[config.mk]
export PLATFORM = sky130hd
export DESIGN_NAME = ram_bist
export DESIGN_NICKNAME = d
export VERILOG_FILES = /design/src/rtl/ram_bist_pkg.sv /design/src/rtl/bist_lfsr.sv /design/src/rtl/ram_bist.sv
export SDC_FILE = /design/constraint.sdc
export NUM_CORES = 1
export LEC_CHECK = 0
export CELL_PAD_IN_SITES_DETAIL_PLACEMENT = 0
export CELL_PAD_IN_SITES_GLOBAL_PLACEMENT = 1
export CORE_MARGIN = 5
export CORE_UTILIZATION = 39
export CTS_CLUSTER_DIAMETER = 120
export DETAILED_ROUTE_END_ITERATION = 8
export MAX_ROUTING_LAYER = met4
export PLACE_DENSITY_LB_ADDON = 0.1
export SLEW_MARGIN = 20
export SYNTH_ARGS = -nofsm -noshare
export SYNTH_HDL_FRONTEND = slang
export SYNTH_HIERARCHICAL = 1
export SYNTH_SLANG_ARGS = --single-unit
[constraint.sdc]
create_clock -name clk -period 1.99 [get_ports clk]
set_input_delay 0.4975 -clock clk [delete_from_list [all_inputs] [get_ports clk]]
set_output_delay 0.4975 -clock clk [all_outputs]
set_load 0.03 [all_outputs]
[src/rtl/ram_bist_pkg.sv]
// ram_bist_pkg
// Shared definitions for the RAM BIST block: the controller state encoding,
// default geometry and seed, the LFSR feedback taps and the error-count ceiling.
// No ports (package).

package ram_bist_pkg;

  typedef enum logic [2:0] {
    ST_IDLE,
    ST_WRITE,
    ST_READ,
    ST_DRAIN,
    ST_DONE
  } bist_state_t;

  localparam int         DEFAULT_DEPTH = 16;
  localparam int         DEFAULT_WIDTH = 8;
  localparam logic [7:0] DEFAULT_SEED  = 8'hA5;

  // Feedback taps on bits 7, 5, 4 and 3 of the 8-bit LFSR.
  localparam logic [7:0] LFSR_TAPS = 8'hB8;

  localparam logic [4:0] ERR_MAX = 5'd31;

  // An all-zero seed would lock the LFSR at zero, so substitute 8'h01.
  function automatic logic [7:0] effective_seed(input logic [7:0] seed);
    return (seed == 8'h00) ? 8'h01 : seed;
  endfunction

endpackage

[src/rtl/bist_lfsr.sv]
// bist_lfsr
// 8-bit Fibonacci LFSR used to generate the BIST data pattern.
// Ports:
//   clk   - clock, rising edge
//   rst_n - asynchronous active-low reset, forces value to INIT
//   load  - load value from seed (takes priority over step)
//   step  - advance the LFSR by one position
//   seed  - value loaded when load is high
//   value - current LFSR contents

module bist_lfsr
  import ram_bist_pkg::*;
#(
  parameter logic [7:0] INIT = DEFAULT_SEED
) (
  input  logic       clk,
  input  logic       rst_n,
  input  logic       load,
  input  logic       step,
  input  logic [7:0] seed,
  output logic [7:0] value
);

  // Shift left, feeding the XOR of the tapped bits into bit 0.
  always_ff @(posedge clk or negedge rst_n) begin
    if (!rst_n) begin
      value <= INIT;
    end else if (load) begin
      value <= seed;
    end else if (step) begin
      value <= {value[6:0], ^(value & LFSR_TAPS)};
    end
  end

endmodule

[src/rtl/ram_bist.sv]
// ram_bist
// Single-pass RAM built-in self test: writes an LFSR pattern to every word,
// reads it back, and reports the mismatch count and first failing address.
// Ports:
//   clk       - clock, rising edge
//   rst_n     - asynchronous active-low reset
//   start     - one-cycle test request, honoured only when idle or done
//   rw        - RAM command, 1 = write, 0 = read
//   addr      - RAM address
//   indata    - RAM write data
//   outdata   - RAM read data, valid one clock after the read address
//   busy      - test in progress
//   done      - test finished, held until the next accepted start
//   pass      - no mismatches (meaningful while done is high)
//   err_count - mismatching word count, saturating at 31
//   fail_addr - address of the first mismatch, 0 if none

module ram_bist
  import ram_bist_pkg::*;
#(
  parameter int         DEPTH = DEFAULT_DEPTH,
  parameter int         WIDTH = DEFAULT_WIDTH,
  parameter logic [7:0] SEED  = DEFAULT_SEED
) (
  input  logic             clk,
  input  logic             rst_n,
  input  logic             start,
  output logic             rw,
  output logic [3:0]       addr,
  output logic [WIDTH-1:0] indata,
  input  logic [WIDTH-1:0] outdata,
  output logic             busy,
  output logic             done,
  output logic             pass,
  output logic [4:0]       err_count,
  output logic [3:0]       fail_addr
);

  localparam logic [7:0] SEED_EFF  = effective_seed(SEED);
  localparam logic [3:0] LAST_ADDR = 4'(DEPTH - 1);

  bist_state_t      state;
  bist_state_t      next_state;
  logic             lfsr_load;
  logic             lfsr_step;
  logic             addr_clear;
  logic             addr_inc;
  logic             clear_results;
  logic [7:0]       lfsr_value;
  logic             cmp_valid;
  logic [WIDTH-1:0] cmp_data;
  logic [3:0]       cmp_addr;
  logic             mismatch;

  bist_lfsr #(
    .INIT (SEED_EFF)
  ) u_lfsr (
    .clk   (clk),
    .rst_n (rst_n),
    .load  (lfsr_load),
    .step  (lfsr_step),
    .seed  (SEED_EFF),
    .value (lfsr_value)
  );

  always_ff @(posedge clk or negedge rst_n) begin
    if (!rst_n) begin
      state <= ST_IDLE;
    end else begin
      state <= next_state;
    end
  end

  // The read pass replays the same LFSR sequence from the seed, so the LFSR
  // value during a read cycle is the word expected back for that address.
  always_comb begin
    next_state    = state;
    lfsr_load     = 1'b0;
    lfsr_step     = 1'b0;
    addr_clear    = 1'b0;
    addr_inc      = 1'b0;
    clear_results = 1'b0;
    case (state)
      ST_IDLE, ST_DONE: begin
        if (start) begin
          next_state    = ST_WRITE;
          lfsr_load     = 1'b1;
          addr_clear    = 1'b1;
          clear_results = 1'b1;
        end
      end
      ST_WRITE: begin
        if (addr == LAST_ADDR) begin
          next_state = ST_READ;
          lfsr_load  = 1'b1;
          addr_clear = 1'b1;
        end else begin
          lfsr_step = 1'b1;
          addr_inc  = 1'b1;
        end
      end
      ST_READ: begin
        lfsr_step = 1'b1;
        if (addr == LAST_ADDR) begin
          next_state = ST_DRAIN;
          addr_clear = 1'b1;
        end else begin
          addr_inc = 1'b1;
        end
      end
      ST_DRAIN: begin
        next_state = ST_DONE;
      end
      default: begin
        next_state = ST_IDLE;
      end
    endcase
  end

  always_comb begin
    rw       = (state == ST_WRITE);
    indata   = (state == ST_WRITE) ? WIDTH'(lfsr_value) : '0;
    busy     = (state == ST_WRITE) || (state == ST_READ) || (state == ST_DRAIN);
    done     = (state == ST_DONE);
    pass     = (state == ST_DONE) && (err_count == 5'd0);
    mismatch = cmp_valid && (outdata != cmp_data);
  end

  // Expected data and address are delayed one cycle to line up with the
  // registered RAM read; the last word is compared during DRAIN.
  always_ff @(posedge clk or negedge rst_n) begin
    if (!rst_n) begin
      addr      <= 4'd0;
      cmp_valid <= 1'b0;
      cmp_data  <= '0;
      cmp_addr  <= 4'd0;
      err_count <= 5'd0;
      fail_addr <= 4'd0;
    end else begin
      if (addr_clear) begin
        addr <= 4'd0;
      end else if (addr_inc) begin
        addr <= addr + 4'd1;
      end
      cmp_valid <= (state == ST_READ);
      cmp_data  <= WIDTH'(lfsr_value);
      cmp_addr  <= addr;
      if (clear_results) begin
        err_count <= 5'd0;
        fail_addr <= 4'd0;
      end else if (mismatch) begin
        if (err_count == 5'd0) begin
          fail_addr <= cmp_addr;
        end
        if (err_count != ERR_MAX) begin
          err_count <= err_count + 5'd1;
        end
      end
    end
  end

endmodule

==> Flow_metrics.wiki <==
{| class="wikitable"
! Metric !! Value
|-
| Die X-Extent || a little under 80 um
|-
| Initial antenna violation count || 0
|-
| Number of enable-type register cells in the synthesized netlist || 0
|-
| Clock Sink Count || 37
|-
| Peak supply drop || roughly 1000 uV
|-
| Hold Path Depth || 0
|-
| First-pass GRT wire length || 6.90 mm
|-
| Maximum fanout along the worst path || 5
|-
| Clock latency at the later pin of the worst-skew pair || 290 ps
|-
| Logic gate share of total power || 49.9%
|-
| Startpoint-to-endpoint class of the critical path || flop to output port
|-
| Iteration-0 DRC Markers || 46
|-
| Number of H-tree levels || 2
|-
| Final routed wire length divided by cell count || 13.8 um
|-
| Number of nets with antenna violations after routing || 0
|-
| CP Data Arrival Time || around 1500 ps
|-
| Netlist area before placement || 1790 um^2
|-
| Share of power burned in registers || between 30% and 40%
|-
| Starting density of the core || 40.6%
|-
| Clock buffer count from CTS || 5
|-
| Switch share || approximately two fifths
|-
| Startpoint type of the worst setup path || flop
|-
| Worst R2R Path Depth || 7
|-
| End of the worst register-to-register path || u_lfsr/value[5]
|-
| Final period demand of the worst path || 1980 ps
|-
| Total routed wirelength || between 3 and 4 mm
|-
| Nature of the critical path endpoint || output port
|-
| Overall global routing resource usage || between 10 and 15%
|-
| First drt pass iteration count || 4
|-
| Final Hold Violating Endpoints || 0
|-
| Final cell count without fillers || about 290
|-
| Total number of nets in the final design || between 200 and 250
|-
| Vertical extent of the die || between 70 and 80 um
|-
| Total gr overflow || 0
|-
| Clock slew at reported path FFs || about 70 ps
|-
| Vias || about 1400
|-
| Fraction of layout cells with a size suffix above 1 || 24.9%
|-
| Growth of design area from synthesis to finish || 39.2%
|-
| Hold Startpoint || u_lfsr/value[2]
|-
| Source of the worst register-to-register timing path || state[0]
|-
| Core outline area || roughly 4400 um^2
|-
| Average size of a mapped cell || 10.3 um^2
|-
| Ratio of total power to cell area || around 1500 nW/um^2
|-
| Final design utilization || a little under three fifths
|-
| Count of state elements after synthesis || 37
|-
| Setup repair after global routing missed its margin || yes
|-
| Final weighted congestion in routability-driven placement || about 0.84
|-
| Number of setup violations in the final report || 0
|-
| Max_cap viols || 0
|-
| Hold buffer count at cts || 0
|-
| Leakage component of the power || around 0.0013 uW
|-
| Clock tree buffer depth || 2
|-
| Post-synthesis async set-or-reset flop share || 100%
|-
| Largest net degree at the start of global routing || 38
|-
| Worst min-delay path class || flop to flop
|-
| Number of global-route vias before repair || between 1000 and 1500
|-
| Reported net switching power || approximately 1500 uW
|-
| Setup WS post-layout || between 10 and 15 ps
|-
| Top-level I/O count || 36
|-
| Cell count after placement || roughly 270
|-
| Fraction of the yosys area taken by sequential cells || a little over 50%
|-
| CTS tree || built
|-
| Ratio of final minimum period to clock period || about 99%
|-
| Overall power of the completed layout || 3710 uW
|-
| Number of distinct library cell variants in the gate-level netlist after synthesis || 35
|-
| Fmax || 0.506 GHz
|-
| Required time of the critical path || between 1000 and 1500 ps
|-
| Count of pins over their slew limit || 0
|-
| Number of input and output port buffers inserted || 35
|-
| Std-Cell Rows || 24
|-
| Yosys warns || 6
|-
| Worst setup slack before clock tree synthesis || -47.6 ps
|-
| Skew final || approximately 3.8 ps
|-
| Via-to-Cell Ratio || about 4.8
|-
| Total die area || approximately 6100 um^2
|-
| Outcome || finished clean
|-
| Reg2Reg Setup Slack || about 120 ps
|-
| Hold Worst Slack || 419 ps
|-
| Start point of the critical path || state[1]
|-
| Int Power || 2260 uW
|-
| Endpoint of the most critical setup path || indata[3]
|-
| Half-perimeter wire length after detailed placement || 2.72 mm
|-
| Synth Flop Type || sky130_fd_sc_hd__dfrtp_1
|-
| CTS root buf || sky130_fd_sc_hd__clkbuf_8
|-
| Fraction of power consumed by the clock network || between 10% and 20%
|-
| Instance count of the mapped netlist || around 180
|-
| Remaining routing DRC violations || 0
|-
| Ant. Diodes || 0
|}
==> routing by layer <==
| layer | routed length, um | global-route usage (%) | up-vias |
|---|---|---|---|
| met5 | 0 | - | - |
| met4 | 58 | 5.15 | 0 |
| met3 | 200 | 4.63 | 6 |
| met2 | 1840 | 21.5 | 26 |
| met1 | 1830 | 18.7 | 656 |
| li1 | - | - | 690 |
==> Yosys cell counts (all sizes together), types with 2 or more instances <==
cell | number | area, um^2
dfrtp | 33 | 826
nand2 | 29 | 109
mux2i | 16 | 160
o21ai | 11 | 55.1
xor2 | 10 | 87.6
and2 | 9 | 56.3
a21oi | 8 | 43.8
nor2 | 6 | 22.5
inv | 5 | 18.8
nand2b | 5 | 31.3
clkbuf | 4 | 15.0
dfstp | 4 | 105
ha | 4 | 50.1
nor4 | 4 | 25.0
buf | 3 | 17.5
nor3b | 3 | 22.5
xnor2 | 3 | 26.3
and3 | 2 | 12.5
conb | 2 | 7.51
nor2b | 2 | 12.5
==> worst min path at each step <==
stage / slack [ps] / endpoint
6_report: 420 / cmp_data[2]
5_1_grt: 430 / cmp_data[2]
4_1_cts: 420 / cmp_data[2]
3_5_place_dp: 410 / cmp_data[2]
3_3_place_gp: 410 / cmp_data[2]
2_1_floorplan: 200 / addr[0]
==> cell type report <==
type / count / area, um^2
multi-input combinational: 133 / 897
clock buffer: 7 / 96.3
timing repair buffer: 50 / 483
tap: 52 / 65.1
sequential: 37 / 932
fill: 400 / 1920
inverter: 5 / 18.8
clock inverter: 1 / 5.00
==> through the flow <==
| stage | setup TNS (ps) | area [um^2] |
|---|---|---|
| final | 0 | 2500 |
| after global routing | -569 | 2500 |
| after CTS | 0 | 2410 |
| after floorplan | 0 | 1820 |
| after global placement | -38.2 | 2250 |
| after detailed placement | -206 | 2250 |
==> sequential cells by signal, indices dropped and copies added (netlist names) <==
register	flops
cmp_data	8
u_lfsr/value	8
err_count	5
addr	4
cmp_addr	4
fail_addr	4
state	3
cmp_valid	1
==> kinds of logic (layout without fill, tap and decap cells) <==
family	Yosys count	in the layout	synth area share, %
simple gates	68	69	19.6
flops	37	37	51.9
compound gates	23	23	7.18
mux	16	16	8.93
xor+xnor	13	13	6.35
buf+inv	12	63	2.86
fa+ha+maj	4	4	2.79
other cells	2	8	0.419
==> worst max-delay path: stages, from the launching register on <==
cell	delay, ps
sky130_fd_sc_hd__dfrtp_1	420
sky130_fd_sc_hd__and2b_2	260
sky130_fd_sc_hd__nor2b_4	230
sky130_fd_sc_hd__and2_4	170
sky130_fd_sc_hd__buf_6	120
==> what timing repair did <==
action | 4_1_cts | 5_1_grt
cloned | 1 | 1
gates resized for setup | 9 | 24
buffers inserted | 4 | 1
endpoints found under the setup margin | 10 | 22
==> power by group through the flow <==
stage	registers [uW]	clock network [uW]	logic (uW)
detailed placement	1300	0	1600
global placement	1290	0	1580
global route	1330	637	2030
CTS	1280	597	1700
finish	1290	572	1850
floorplan	1320	0	1030
==> cell usage in the layout, fill, tap and decap left out, drive strengths merged, types with 2 or more instances in the layout <==
cell type / instances
dfrtp: 33
nand2: 29
buf: 25
clkdlybuf4s50: 17
mux2i: 16
o21ai: 11
xor2: 10
and2: 9
conb: 8
a21oi: 8
clkbuf: 7
dlymetal6s2s: 6
nor2: 6
inv: 5
nand2b: 5
ha: 4
dfstp: 4
nor4: 4
nor3b: 3
xnor2: 3
nor2b: 3
and3: 2
Note: power is estimated with default switching activity, not from simulation.
